File: config.mk
export PLATFORM = sky130hd
export DESIGN_NAME = weight_fifo_reader
export DESIGN_NICKNAME = d
export VERILOG_FILES = /design/src/rtl/weight_fifo_reader.sv
export SDC_FILE = /design/constraint.sdc
export NUM_CORES = 1
export LEC_CHECK = 0
export ABC_AREA = 1
export BUFFER_PORTS_ARGS = -buffer_cell sky130_fd_sc_hd__buf_2
export CORE_MARGIN = 2
export CORE_UTILIZATION = 35
export DETAILED_ROUTE_END_ITERATION = 7
export GPL_ROUTABILITY_DRIVEN = 0
export MAX_ROUTING_LAYER = met4
export PLACE_DENSITY = 0.52
export SLEW_MARGIN = 0
export SYNTH_ARGS = -nofsm -noshare
export SYNTH_HDL_FRONTEND = slang
export SYNTH_SLANG_ARGS = --single-unit
File: constraint.sdc
create_clock -name clk -period 6.5 [get_ports clk]
set_clock_uncertainty 0.15 [all_clocks]
set_input_delay 0.65 -clock clk [delete_from_list [all_inputs] [get_ports clk]]
set_output_delay 0.65 -clock clk [all_outputs]
set_load 0.05 [all_outputs]
File: src/rtl/weight_fifo_reader.sv
`default_nettype none
// ============================================================================
// Module   : weight_fifo_reader
// Brief    : Pops one zero-padded weight tile from the weight FIFO and
//            scatters it into the Tn-banked weight buffer.
// Revision : 1.0 - initial release
// ============================================================================
module weight_fifo_reader #(
    parameter int AW = 16,
    parameter int CW = 16,
    parameter int DW = 32,
    parameter int K  = 3,
    parameter int Tm = 16,
    parameter int Tn = 16
) (
    input  logic          clk,
    input  logic          rst,
    input  logic          start,
    input  logic          fifo_empty,
    output logic          fifo_pop,
    input  logic [DW-1:0] data_from_fifo,
    output logic [Tn-1:0] wbuf_wena,
    output logic [AW-1:0] wbuf_waddr,
    output logic [DW-1:0] wbuf_wdata,
    output logic          busy,
    output logic          done
);

    typedef enum logic [1:0] {
        S_IDLE  = 2'd0,
        S_LOAD  = 2'd1,
        S_DRAIN = 2'd2,
        S_DONE  = 2'd3
    } state_t;

    localparam logic [CW-1:0] c_one    = CW'(1);
    localparam logic [CW-1:0] c_k      = CW'(K);
    localparam logic [CW-1:0] c_kk     = CW'(K * K);
    localparam logic [CW-1:0] c_k_max  = CW'(K - 1);
    localparam logic [CW-1:0] c_tm_max = CW'(Tm - 1);
    localparam logic [CW-1:0] c_tn_max = CW'(Tn - 1);

    state_t        state_q, state_d;
    logic [CW-1:0] kc_q, kc_d;
    logic [CW-1:0] kr_q, kr_d;
    logic [CW-1:0] tm_q, tm_d;
    logic [CW-1:0] tn_q, tn_d;

    // One-stage write pipeline: FIFO data arrives the cycle after the pop.
    logic          pop_dly_q;
    logic [CW-1:0] tn_dly_q;
    logic [AW-1:0] addr_dly_q;

    logic [CW-1:0] w_addr;
    logic          w_last;

    assign w_addr = tm_q * c_kk + kr_q * c_k + kc_q;
    assign w_last = (kc_q == c_k_max) && (kr_q == c_k_max) &&
                    (tm_q == c_tm_max) && (tn_q == c_tn_max);

    always_comb begin
        state_d  = state_q;
        kc_d     = kc_q;
        kr_d     = kr_q;
        tm_d     = tm_q;
        tn_d     = tn_q;
        fifo_pop = 1'b0;
        case (state_q)
            S_IDLE: begin
                if (start) begin
                    state_d = S_LOAD;
                end
            end
            S_LOAD: begin
                fifo_pop = !fifo_empty;
                if (fifo_pop) begin
                    // Nested odometer kc -> kr -> tm -> tn; the last pop wraps to zero.
                    if (kc_q == c_k_max) begin
                        kc_d = '0;
                        if (kr_q == c_k_max) begin
                            kr_d = '0;
                            if (tm_q == c_tm_max) begin
                                tm_d = '0;
                                tn_d = (tn_q == c_tn_max) ? '0 : tn_q + c_one;
                            end else begin
                                tm_d = tm_q + c_one;
                            end
                        end else begin
                            kr_d = kr_q + c_one;
                        end
                    end else begin
                        kc_d = kc_q + c_one;
                    end
                    if (w_last) begin
                        state_d = S_DRAIN;
                    end
                end
            end
            S_DRAIN: state_d = S_DONE;
            S_DONE:  state_d = S_IDLE;
            default: state_d = S_IDLE;
        endcase
    end

    always_ff @(posedge clk) begin
        if (rst) begin
            state_q    <= S_IDLE;
            kc_q       <= '0;
            kr_q       <= '0;
            tm_q       <= '0;
            tn_q       <= '0;
            pop_dly_q  <= 1'b0;
            tn_dly_q   <= '0;
            addr_dly_q <= '0;
        end else begin
            state_q    <= state_d;
            kc_q       <= kc_d;
            kr_q       <= kr_d;
            tm_q       <= tm_d;
            tn_q       <= tn_d;
            pop_dly_q  <= fifo_pop;
            tn_dly_q   <= tn_q;
            addr_dly_q <= w_addr[AW-1:0];
        end
    end

    for (genvar gi = 0; gi < Tn; gi++) begin : g_bank
        assign wbuf_wena[gi] = pop_dly_q && (tn_dly_q == CW'(gi));
    end

    assign wbuf_waddr = addr_dly_q;
    assign wbuf_wdata = data_from_fifo;
    assign busy       = (state_q != S_IDLE);
    assign done       = (state_q == S_DONE);

endmodule
`default_nettype wire

Yosys cells after proc, flatten, opt, wreduce, memory -nomap -nowiden

Cells that the tools add are included.

Equality and inequality tests: 25
$add $sub $neg: 6
Bitwise gates (word level): 1
Mux-type cells: 9
Reduce and logical (&&, ||, !) cells: 28
Multipliers: 2

Operators with widths:

| cell                  | count |
|---|---|
| $eq 16x4->1 const B   | 10 |
| $add 16x1->16 const B | 4 |
| $eq 16x2->1 const B   | 4 |
| $eq 16x3->1 const B   | 4 |
| $mux 16               | 4 |
| $add 16x16->16        | 2 |
| $logic_and 1x1->1     | 19 |
| $eq 16x1->1 const B   | 1 |
| $logic_not 16->1      | 1 |
| $mul 16x2->16 const B | 1 |
| $mul 16x4->16 const B | 1 |
| $pmux 2 s4            | 1 |
| $mux 2                | 3 |
| $ne 2x2->1 const B    | 3 |
| $reduce_and 3->1      | 2 |
| $reduce_and 5->1      | 1 |
| $eq 2x2->1 const B    | 2 |
| $reduce_and 4->1      | 1 |
| $eq 2x1->1 const B    | 1 |
| $logic_not 2->1       | 1 |
| $reduce_and 2->1      | 1 |
| $reduce_bool 2->1     | 1 |
| $logic_not 1->1       | 1 |
| $mux 1                | 1 |
| $not 1->1             | 1 |

Bits of input ports: 36
Output and inout bits: 67
Bits in registers: 99
Word-level logic and storage cells: 79

Longest topological paths before layout

Gate-level depths: netlist of run 1.

Depth after elaboration: 7
Depth in mapped cells: 18
Gate-level depth less buffers: 18

Worst setup path after synthesis of run 1

Ideal clock, no wire load.

Path type: reg2reg
Start: register kr_q[3]
End: register addr_dly_q[9] (netlist: wbuf_waddr[9])
Clock period less this slack: 3690 ps
Data arrival time: 3416 ps
Data required time: 6227 ps
Path buffers: 0
Library setup time: 123 ps
Slack: 2810 ps
Stages on the path, launching flop included: 17
Cells stage by stage: dfxtp_1 > inv_1 > fa_1 > inv_1 > fa_1 > ha_1 > inv_1 > fa_1 > inv_1 > ha_1 > or2_2 > nand3_1 > nand2_1 > nand2_1 > nand2_1 > o21ai_0 > a21oi_1

Cells in the longest elaborated chain, start to end: 3

Ends and longest elaborated chain:

| element                     | line | text |
|---|---|---|
| start: declaration          | 45   | `logic [CW-1:0] kr_q, kr_d;` |
| start signal: assignment    | 118  | `kr_q <= kr_d;` |
| $mul 16x2->16               | 57   | `assign w_addr = tm_q * c_kk + kr_q * c_k + kc_q;` |
| $add 16x16->16 (2 in a row) | 57   |  |
| end signal: assignment      | 123  | `addr_dly_q <= w_addr[AW-1:0];` |
| end: declaration            | 52   | `logic [AW-1:0] addr_dly_q;` |

Every way passes these cells.
A chain may end at the register's enable or synchronous reset.

Worst setup path after layout of run 1

Start: register kr_q[5]
End: register addr_dly_q[11] (netlist: wbuf_waddr[11])

The elaborated chain is that of the path after synthesis.

==> impl_metrics.prom, run 1 <==
# TYPE chip_impl_metric gauge
chip_impl_info{name="status",value="complete, no violations"} 1
chip_impl_metric{name="route.vias.total",unit=""} 6657
chip_impl_metric{name="cts_setup_buffers",unit=""} 0
chip_impl_metric{name="min_period_over_period",unit="%"} 61.9
chip_impl_metric{name="post_cts_resize_count",unit=""} 0
chip_impl_metric{name="whs_path_depth",unit=""} 2
chip_impl_info{name="yosys-top-cells-area",value="sky130_fd_sc_hd__dfxtp_1 26%, sky130_fd_sc_hd__nand2_1 11%, sky130_fd_sc_hd__ha_1 10%"} 1
chip_impl_metric{name="crit_arrival",unit="ns"} 4.13
chip_impl_metric{name="grt_antenna_before_repair",unit=""} 0
chip_impl_metric{name="vias_per_cell",unit=""} 4.83
chip_impl_info{name="end_kind",value="flip-flop"} 1
chip_impl_metric{name="ys_seq_elements",unit=""} 99
chip_impl_metric{name="slew_violations",unit=""} 0
chip_impl_metric{name="first_global_vias",unit=""} 6011
chip_impl_metric{name="final.setup.tns",unit="ns"} 0
chip_impl_metric{name="static-leakage-power",unit="nW"} 3.82
chip_impl_metric{name="htree_levels",unit=""} 3
chip_impl_metric{name="tritoncts.num_buffers",unit=""} 9
chip_impl_metric{name="syn_nets",unit=""} 1233
chip_impl_metric{name="grt_overflow_total",unit=""} 0
chip_impl_metric{name="die_w",unit="um"} 152
chip_impl_metric{name="io_buffers",unit=""} 38
chip_impl_metric{name="yosys_warnings",unit=""} 0
chip_impl_metric{name="grtUsageTotal",unit="%"} 16.7
chip_impl_metric{name="layout_setup_ws",unit="ns"} 2.47
chip_impl_metric{name="wire_per_inst",unit="um"} 13.7
chip_impl_info{name="synthDominantAreaCellType",value="sky130_fd_sc_hd__dfxtp_1"} 1
chip_impl_metric{name="cp_data_required_time",unit="ns"} 6.60
chip_impl_metric{name="report.final.setup_viol",unit=""} 0
chip_impl_metric{name="total_of_hold_buffers_inserted_after_clock_tree_synthesis",unit=""} 0
chip_impl_metric{name="synth.mux.area_fraction",unit="%"} 0
chip_impl_metric{name="initial_utilization",unit="%"} 35.4
chip_impl_metric{name="part_of_the_yosys_area_used_for_sequential_elements",unit="%"} 25.8
chip_impl_metric{name="pin_count",unit=""} 103
chip_impl_metric{name="design.final.nets",unit=""} 1231
chip_impl_metric{name="areaGrowthSynthToFinish",unit="%"} 6.77
chip_impl_metric{name="antenna_violating_nets_post_route",unit=""} 0
chip_impl_metric{name="worst_slew_margin_rel",unit="%"} 45.9
chip_impl_metric{name="sequential_cell_area",unit="um2"} 1980
chip_impl_metric{name="number_of_cells_produced_by_synthesis",unit=""} 1095
chip_impl_metric{name="drt_iter0_drc",unit=""} 342
chip_impl_metric{name="synthAdderAreaFrac",unit="%"} 20.4
chip_impl_metric{name="tightestPinTransition",unit="ns"} 0.810
chip_impl_info{name="crit_path_cell_trace",value="inv_1 -> fa_1 -> inv_1 -> fa_1 -> ha_1 -> inv_1 -> fa_1 -> inv_1 -> ha_1 -> nand2_1 -> inv_1 -> nand3_1 -> nand2_1 -> nand2_1 -> o21bai_1 -> nand2_1 -> nand2_1 -> nor2_1"} 1
chip_impl_metric{name="fp.dieH",unit="um"} 152
chip_impl_metric{name="post_cts_clock_slew_at_the_launch_and_capture_registers_of_the_worst_setup_and_hold_paths",unit="ns"} 0.07
chip_impl_metric{name="layout-drive-gt1-share",unit="%"} 7.38
chip_impl_info{name="tritoncts",value="yes"} 1
chip_impl_metric{name="final-hold-violation-count",unit=""} 0
chip_impl_metric{name="cts.sinks",unit=""} 99
chip_impl_metric{name="n_fill_cell",unit=""} 2352
chip_impl_metric{name="dp_hpwl",unit="mm"} 14.7
chip_impl_metric{name="grt_max_degree",unit=""} 66
chip_impl_info{name="cts-root-buf",value="sky130_fd_sc_hd__clkbuf_16"} 1
chip_impl_metric{name="compound_gate_fraction_of_synth_area",unit="%"} 7.93
chip_impl_metric{name="cts_max_path_buffers",unit=""} 2
chip_impl_metric{name="multi_input_gate_area",unit="um2"} 4680
chip_impl_metric{name="pwr_density_cell",unit="nW/um2"} 169
chip_impl_metric{name="detail_route.drc_violations",unit=""} 0
chip_impl_metric{name="fp.coreArea",unit="um2"} 21700
chip_impl_metric{name="period_needed",unit="ns"} 4.03
chip_impl_info{name="startpoint_type",value="flip-flop"} 1
chip_impl_metric{name="syn_avg_cell_area",unit="um2"} 7.02
chip_impl_metric{name="synthDistinctLibCells",unit=""} 39
chip_impl_metric{name="routed_wirelength",unit="mm"} 18.9
chip_impl_metric{name="dp_worst_setup_slack",unit="ns"} 2.50
chip_impl_metric{name="worst_path_largest_cell_delay",unit="ns"} 0.55
chip_impl_metric{name="vdd_ir_drop_max",unit="uV"} 107
chip_impl_metric{name="synthSimpleGateAreaFrac",unit="%"} 30.1
chip_impl_info{name="worst_hold_path_type",value="flip-flop to flip-flop"} 1
chip_impl_metric{name="die_area",unit="um2"} 23200
chip_impl_metric{name="clock_insertion_delay_worst_skew",unit="ns"} 0.37
chip_impl_info{name="main_combinational_cell_family_by_area_after_synthesis",value="simple AND/OR/NAND/NOR gates"} 1
chip_impl_metric{name="worst-r2r-cell-count",unit=""} 18
chip_impl_metric{name="synth_xor_xnor_area_share",unit="%"} 2.39
chip_impl_metric{name="drtPass1Iterations",unit=""} 7
chip_impl_metric{name="antenna-diode-count",unit=""} 0
chip_impl_metric{name="maxCapViolCount",unit=""} 0
chip_impl_info{name="critical_path_class",value="flip-flop to flip-flop"} 1
chip_impl_metric{name="crit_fanout",unit=""} 6
chip_impl_metric{name="fin_hold_ws",unit="ns"} 0.329
chip_impl_info{name="timing.critical_path.slowest_stage_cell",value="sky130_fd_sc_hd__fa_1"} 1
chip_impl_metric{name="rows",unit=""} 54
chip_impl_info{name="unrepaired_setup_endpoints_after_global_routing",value="no"} 1
chip_impl_metric{name="wire_length_of_the_first_global_routing_pass",unit="mm"} 30.8
chip_impl_metric{name="synth.cell_area",unit="um2"} 7680
chip_impl_metric{name="synth_largest_type_area_fraction",unit="%"} 25.8
chip_impl_metric{name="clock.fmax",unit="GHz"} 0.248
flip-flops by register name (all words and copies together) (netlist names):
register,count
kc_q,16
kr_q,16
tm_q,16
tn_dly_q,16
tn_q,16
wbuf_waddr,16
state_q,2
pop_dly_q,1
where the power goes:
group | internal, mW | switching [mW]
clock | 0.311 | 0.278
sequential | 0.618 | 0.0111
combinational | 0.0424 | 0.123
layout by cell type, fill, tap and decap left out, drive strengths merged, types with 3 or more instances in the layout:
cell / n
fa: 39
a21oi: 74
dfxtp: 99
xor2: 17
nor2: 147
xnor2: 4
nand3: 82
inv: 182
nor3: 36
clkbuf: 9
nand4: 28
or2: 3
ha: 63
o21ai: 36
buf: 40
nand2: 221
layer usage:
metal  vias to the layer above  GRT usage (%)  part of all wire, %  wire length [um]
met5                         -              -                    0                 0
met4                         0           5.52                  2.0               375
met3                        29           1.93                  4.5               848
met2                       164           24.7                   43              8130
met1                      3034           23.7                   50              9530
li1                       3430              -                    -                 -
cell type report:
cell class	count	area share [%]
Clock inverter	7	1.14
Inverter	179	8.20
Sequential cell	99	24.2
Clock buffer	9	2.74
Multi-Input combinational cell	764	57.0
Timing Repair Buffer	40	2.50
Tap cell	280	4.27
cells in the mapped netlist (all sizes together):
cell,instances
nand2,221
inv,178
nor2,147
dfxtp,99
nand3,82
a21oi,74
ha,63
buf,40
fa,39
nor3,36
o21ai,36
nand4,28
xor2,17
clkbuf,13
xnor2,4
or2,3
and2,2
nand3b,2
nor4,2
o21a,2
o21bai,2
a22oi,1
clkinv,1
nor3b,1
o2111ai,1
o31ai,1
stage by stage:
| step | cells | power, mW | cell area, um2 | utilization, % |
|---|---|---|---|---|
| finish | 1378 | 1.38 | 8210 | 37.8 |
| global route | 1378 | 1.45 | 8210 | 37.8 |
| CTS | 1378 | 1.40 | 8210 | 37.8 |
| detailed placement | 1362 | 0.810 | 7890 | 36.4 |
| global placement | 1362 | 0.809 | 7890 | 36.4 |
| floorplan | 1095 | 0.822 | 7680 | - |
kinds of logic after synthesis:
family	Yosys count
compound gates	117
simple gates	524
flops	99
xor+xnor	21
fa+ha+maj	102
buf+inv	232
worst max-delay path: cells and delay by family (launching register included):
kind,cells,cell delay [ns]
AND/OR/NAND/NOR,7,0.60
flip-flops,1,0.44
AO/OA/AOI/OAI,1,0.19
adder cells (fa/ha/maj),5,2.16
buffers and inverters,5,0.40
path summary, 6_finish.rpt:
check                             start  slack [ns]                         to
setup reg to reg   kr_q[5]$_SDFFE_PP0P_        2.47  wbuf_waddr[11]$_SDFF_PP0_
hold / removal    kc_q[14]$_SDFFE_PP0P_        0.33      kc_q[14]$_SDFFE_PP0P_
hold reg to reg   kc_q[14]$_SDFFE_PP0P_        0.33      kc_q[14]$_SDFFE_PP0P_
setup / recovery   kr_q[5]$_SDFFE_PP0P_        2.47  wbuf_waddr[11]$_SDFF_PP0_
(Power assumes the default switching activity.)
==> inputs of run 2 (changes only) <==
- PLACE_DENSITY: 0.52 -> 0.54
- clock period: 6.5 -> 3.4 ns (I/O delays scaled with it)
==> run 2 against run 1 <==
Effect of this change: the run now ends with setup timing left; largest cell class unchanged; utilization grew 5.0 points; total power grew 88%; combinational power grew 98%; via count grew 3.2%; first-iteration DRC count grew 2.3%; register-to-register slack lost 2.7 ns; global-route usage grew 1.3 points; highest routed layer unchanged; count of clock-buffer cells in the layout is the same; wire length grew 6.7%.
==> impl_metrics.prom, run 2 (synthesis gave the netlist of run 1 again) <==
# TYPE chip_impl_metric gauge
chip_impl_metric{name="cts_max_path_buffers",unit=""} 2
chip_impl_metric{name="rows",unit=""} 54
chip_impl_metric{name="grt_antenna_before_repair",unit=""} 0
chip_impl_metric{name="tritoncts.num_buffers",unit=""} 9
chip_impl_metric{name="fp.dieH",unit="um"} 152
chip_impl_metric{name="n_fill_cell",unit=""} 2223
chip_impl_metric{name="drtPass1Iterations",unit=""} 6
chip_impl_metric{name="fp.coreArea",unit="um2"} 21700
chip_impl_metric{name="vias_per_cell",unit=""} 4.70
chip_impl_metric{name="crit_fanout",unit=""} 3
chip_impl_info{name="violations",value="setup timing"} 1
chip_impl_info{name="critical_path.startpoint",value="kr_q[3]$_SDFFE_PP0P_"} 1
chip_impl_metric{name="place.detailed.instances",unit=""} 1436
chip_impl_info{name="unrepaired_setup_endpoints_after_global_routing",value="yes"} 1
chip_impl_metric{name="htree_levels",unit=""} 3
chip_impl_metric{name="initial_utilization",unit="%"} 35.4
chip_impl_info{name="status",value="finished with violations"} 1
chip_impl_metric{name="design.final.nets",unit=""} 1314
chip_impl_metric{name="grtUsageTotal",unit="%"} 18.0
chip_impl_metric{name="io_buffers",unit=""} 38
chip_impl_metric{name="min_period_over_period",unit="%"} 105
chip_impl_metric{name="antenna_violating_nets_post_route",unit=""} 0
chip_impl_metric{name="total_of_hold_buffers_inserted_after_clock_tree_synthesis",unit=""} 0
chip_impl_metric{name="wire_per_inst",unit="um"} 13.8
chip_impl_metric{name="grt_overflow_total",unit=""} 0
chip_impl_info{name="worst_min_path_start",value="start"} 1
chip_impl_metric{name="tightestPinTransition",unit="ns"} 0.759
chip_impl_metric{name="static-leakage-power",unit="nW"} 4.26
chip_impl_info{name="worst_hold_path_type",value="input pin to flip-flop"} 1
chip_impl_metric{name="layout.cells.non_filler",unit=""} 1461
chip_impl_metric{name="pwr_density_cell",unit="nW/um2"} 280
chip_impl_metric{name="routed_wirelength",unit="mm"} 20.1
chip_impl_metric{name="clock.fmax",unit="GHz"} 0.279
chip_impl_metric{name="period_needed",unit="ns"} 3.58
chip_impl_info{name="end_kind",value="flip-flop"} 1
chip_impl_metric{name="maxCapViolCount",unit=""} 0
chip_impl_info{name="worst_r2r_startpoint",value="kr_q[3]$_SDFFE_PP0P_"} 1
chip_impl_metric{name="layout-drive-gt1-share",unit="%"} 22.3
chip_impl_info{name="critical_path_class",value="flip-flop to flip-flop"} 1
chip_impl_metric{name="cp_data_required_time",unit="ns"} 3.54
chip_impl_metric{name="vdd_ir_drop_max",unit="uV"} 182
chip_impl_metric{name="dp_hpwl",unit="mm"} 15.6
chip_impl_metric{name="route.vias.total",unit=""} 6870
chip_impl_metric{name="report.final.setup_viol",unit=""} 12
chip_impl_metric{name="first_global_vias",unit=""} 6446
chip_impl_info{name="most_frequent_standard_cell_in_the_layout_excluding_fill_and_tap_cells",value="sky130_fd_sc_hd__nand2_1"} 1
chip_impl_metric{name="final.setup.tns",unit="ns"} -1.28
chip_impl_metric{name="final-hold-violation-count",unit=""} 0
chip_impl_info{name="startpoint_type",value="flip-flop"} 1
chip_impl_metric{name="die_w",unit="um"} 152
chip_impl_metric{name="areaGrowthSynthToFinish",unit="%"} 20.9
chip_impl_metric{name="worst_slew_margin_rel",unit="%"} 49.4
chip_impl_metric{name="crit_arrival",unit="ns"} 3.72
chip_impl_info{name="tritoncts",value="yes"} 1
chip_impl_metric{name="post_cts_clock_slew_at_the_launch_and_capture_registers_of_the_worst_setup_and_hold_paths",unit="ns"} 0.08
chip_impl_metric{name="detail_route.drc_violations",unit=""} 0
chip_impl_metric{name="grt_max_degree",unit=""} 65
chip_impl_metric{name="die_area",unit="um2"} 23200
chip_impl_metric{name="slew_violations",unit=""} 0
chip_impl_info{name="cts-root-buf",value="sky130_fd_sc_hd__clkbuf_16"} 1
chip_impl_metric{name="antenna-diode-count",unit=""} 0
chip_impl_metric{name="wire_length_of_the_first_global_routing_pass",unit="mm"} 32.6
chip_impl_metric{name="cts.sinks",unit=""} 99
chip_impl_metric{name="drt_iter0_drc",unit=""} 350
chip_impl_metric{name="pin_count",unit=""} 103
chip_impl_info{name="most_frequent_cells_in_the_layout",value="202 x sky130_fd_sc_hd__nand2_1, 154 x sky130_fd_sc_hd__inv_1, 133 x sky130_fd_sc_hd__nor2_1, 81 x sky130_fd_sc_hd__buf_4, 78 x sky130_fd_sc_hd__dfxtp_1"} 1
chip_impl_metric{name="clock_insertion_delay_worst_skew",unit="ns"} 0.37
chip_impl_metric{name="layout_setup_ws",unit="ns"} -0.180
## run 2: cell types whose count changed in the layout (fill, tap and decap cells not counted), moves of 11 or more
cell,delta
sky130_fd_sc_hd__buf_4,+79
sky130_fd_sc_hd__dfxtp_1,-21
sky130_fd_sc_hd__inv_1,-20
sky130_fd_sc_hd__dfxtp_2,+19
sky130_fd_sc_hd__inv_2,+17
sky130_fd_sc_hd__nand2_1,-16
sky130_fd_sc_hd__ha_1,-15
sky130_fd_sc_hd__ha_4,+15
sky130_fd_sc_hd__a21oi_1,-12
sky130_fd_sc_hd__nand2_2,+11
## run 2: path summary, 6_finish.rpt
check / to / slack (ns) / depth (start not counted)
max: wbuf_waddr[13]$_SDFF_PP0_ / -0.18 / 16
min: state_q[1]$_SDFFE_PP0P_ / 0.21 / 4
max reg2reg: wbuf_waddr[13]$_SDFF_PP0_ / -0.18 / 16
min reg2reg: kc_q[14]$_SDFFE_PP0P_ / 0.33 / 2
## run 2: area by class of cell
type,instances,area (um2),share of cell area [%]
multi-input combinational,764,5100,54.9
sequential,99,2010,21.7
tap,280,350,3.77
timing repair buffer,123,843,9.08
clock buffer,9,225,2.42
inverter,179,681,7.33
clock inverter,7,78.8,0.849
## run 2: layer usage
layer | track usage [%] | share of wire [%] | vias up | wire [um]
met4 | 5.52 | 1.2 | 0 | 248
met1 | 23.6 | 48 | 3140 | 9630
li1 | - | - | 3590 | -
met5 | - | 0 | - | 0
met3 | 1.88 | 3.8 | 12 | 756
met2 | 29.4 | 47 | 128 | 9510
## run 2: through the flow
step / hold slack [ns] / util, % / instance area, um2 / setup WS, ns / total power, mW
final: 0.208 / 42.8 / 9290 / -0.180 / 2.60
after global routing: 0.265 / 42.8 / 9290 / -0.312 / 2.72
after CTS: 0.201 / 42.0 / 9110 / -0.156 / 2.64
after detailed placement: 0.321 / 39.7 / 8610 / -0.204 / 1.56
after global placement: 0.318 / 39.7 / 8610 / -0.229 / 1.56
after floorplan: 0.303 / - / 7860 / -0.0107 / 1.57
## run 2: where the power goes
group | total (mW) | switching, mW | internal (mW)
Sequential | 1.20 | 0.0234 | 1.18
Combinational | 0.326 | 0.240 | 0.0857
Clock | 1.08 | 0.551 | 0.525
## run 2: critical path, cell delays in order (launching register included)
cell,delay [ns]
sky130_fd_sc_hd__dfxtp_4,0.38
sky130_fd_sc_hd__inv_4,0.04
sky130_fd_sc_hd__fa_1,0.53
sky130_fd_sc_hd__inv_1,0.05
sky130_fd_sc_hd__fa_1,0.43
sky130_fd_sc_hd__ha_1,0.30
sky130_fd_sc_hd__inv_2,0.04
sky130_fd_sc_hd__fa_1,0.48
sky130_fd_sc_hd__inv_2,0.04
sky130_fd_sc_hd__ha_4,0.21
sky130_fd_sc_hd__or2_4,0.26
sky130_fd_sc_hd__and2_4,0.17
sky130_fd_sc_hd__nand4_1,0.11
sky130_fd_sc_hd__nand3_2,0.08
sky130_fd_sc_hd__nand2_1,0.06
sky130_fd_sc_hd__nand2_1,0.04
sky130_fd_sc_hd__nor2_1,0.13
## run 2: repair_timing
| action | 4_1_cts | 5_1_grt |
|---|---|---|
| setup buffers | 5 | 5 |
| pin swaps | 26 | 24 |
| resized for setup | 42 | 41 |
| endpoints found under the setup margin | 11 | 12 |
| cloned | 0 | 0 |
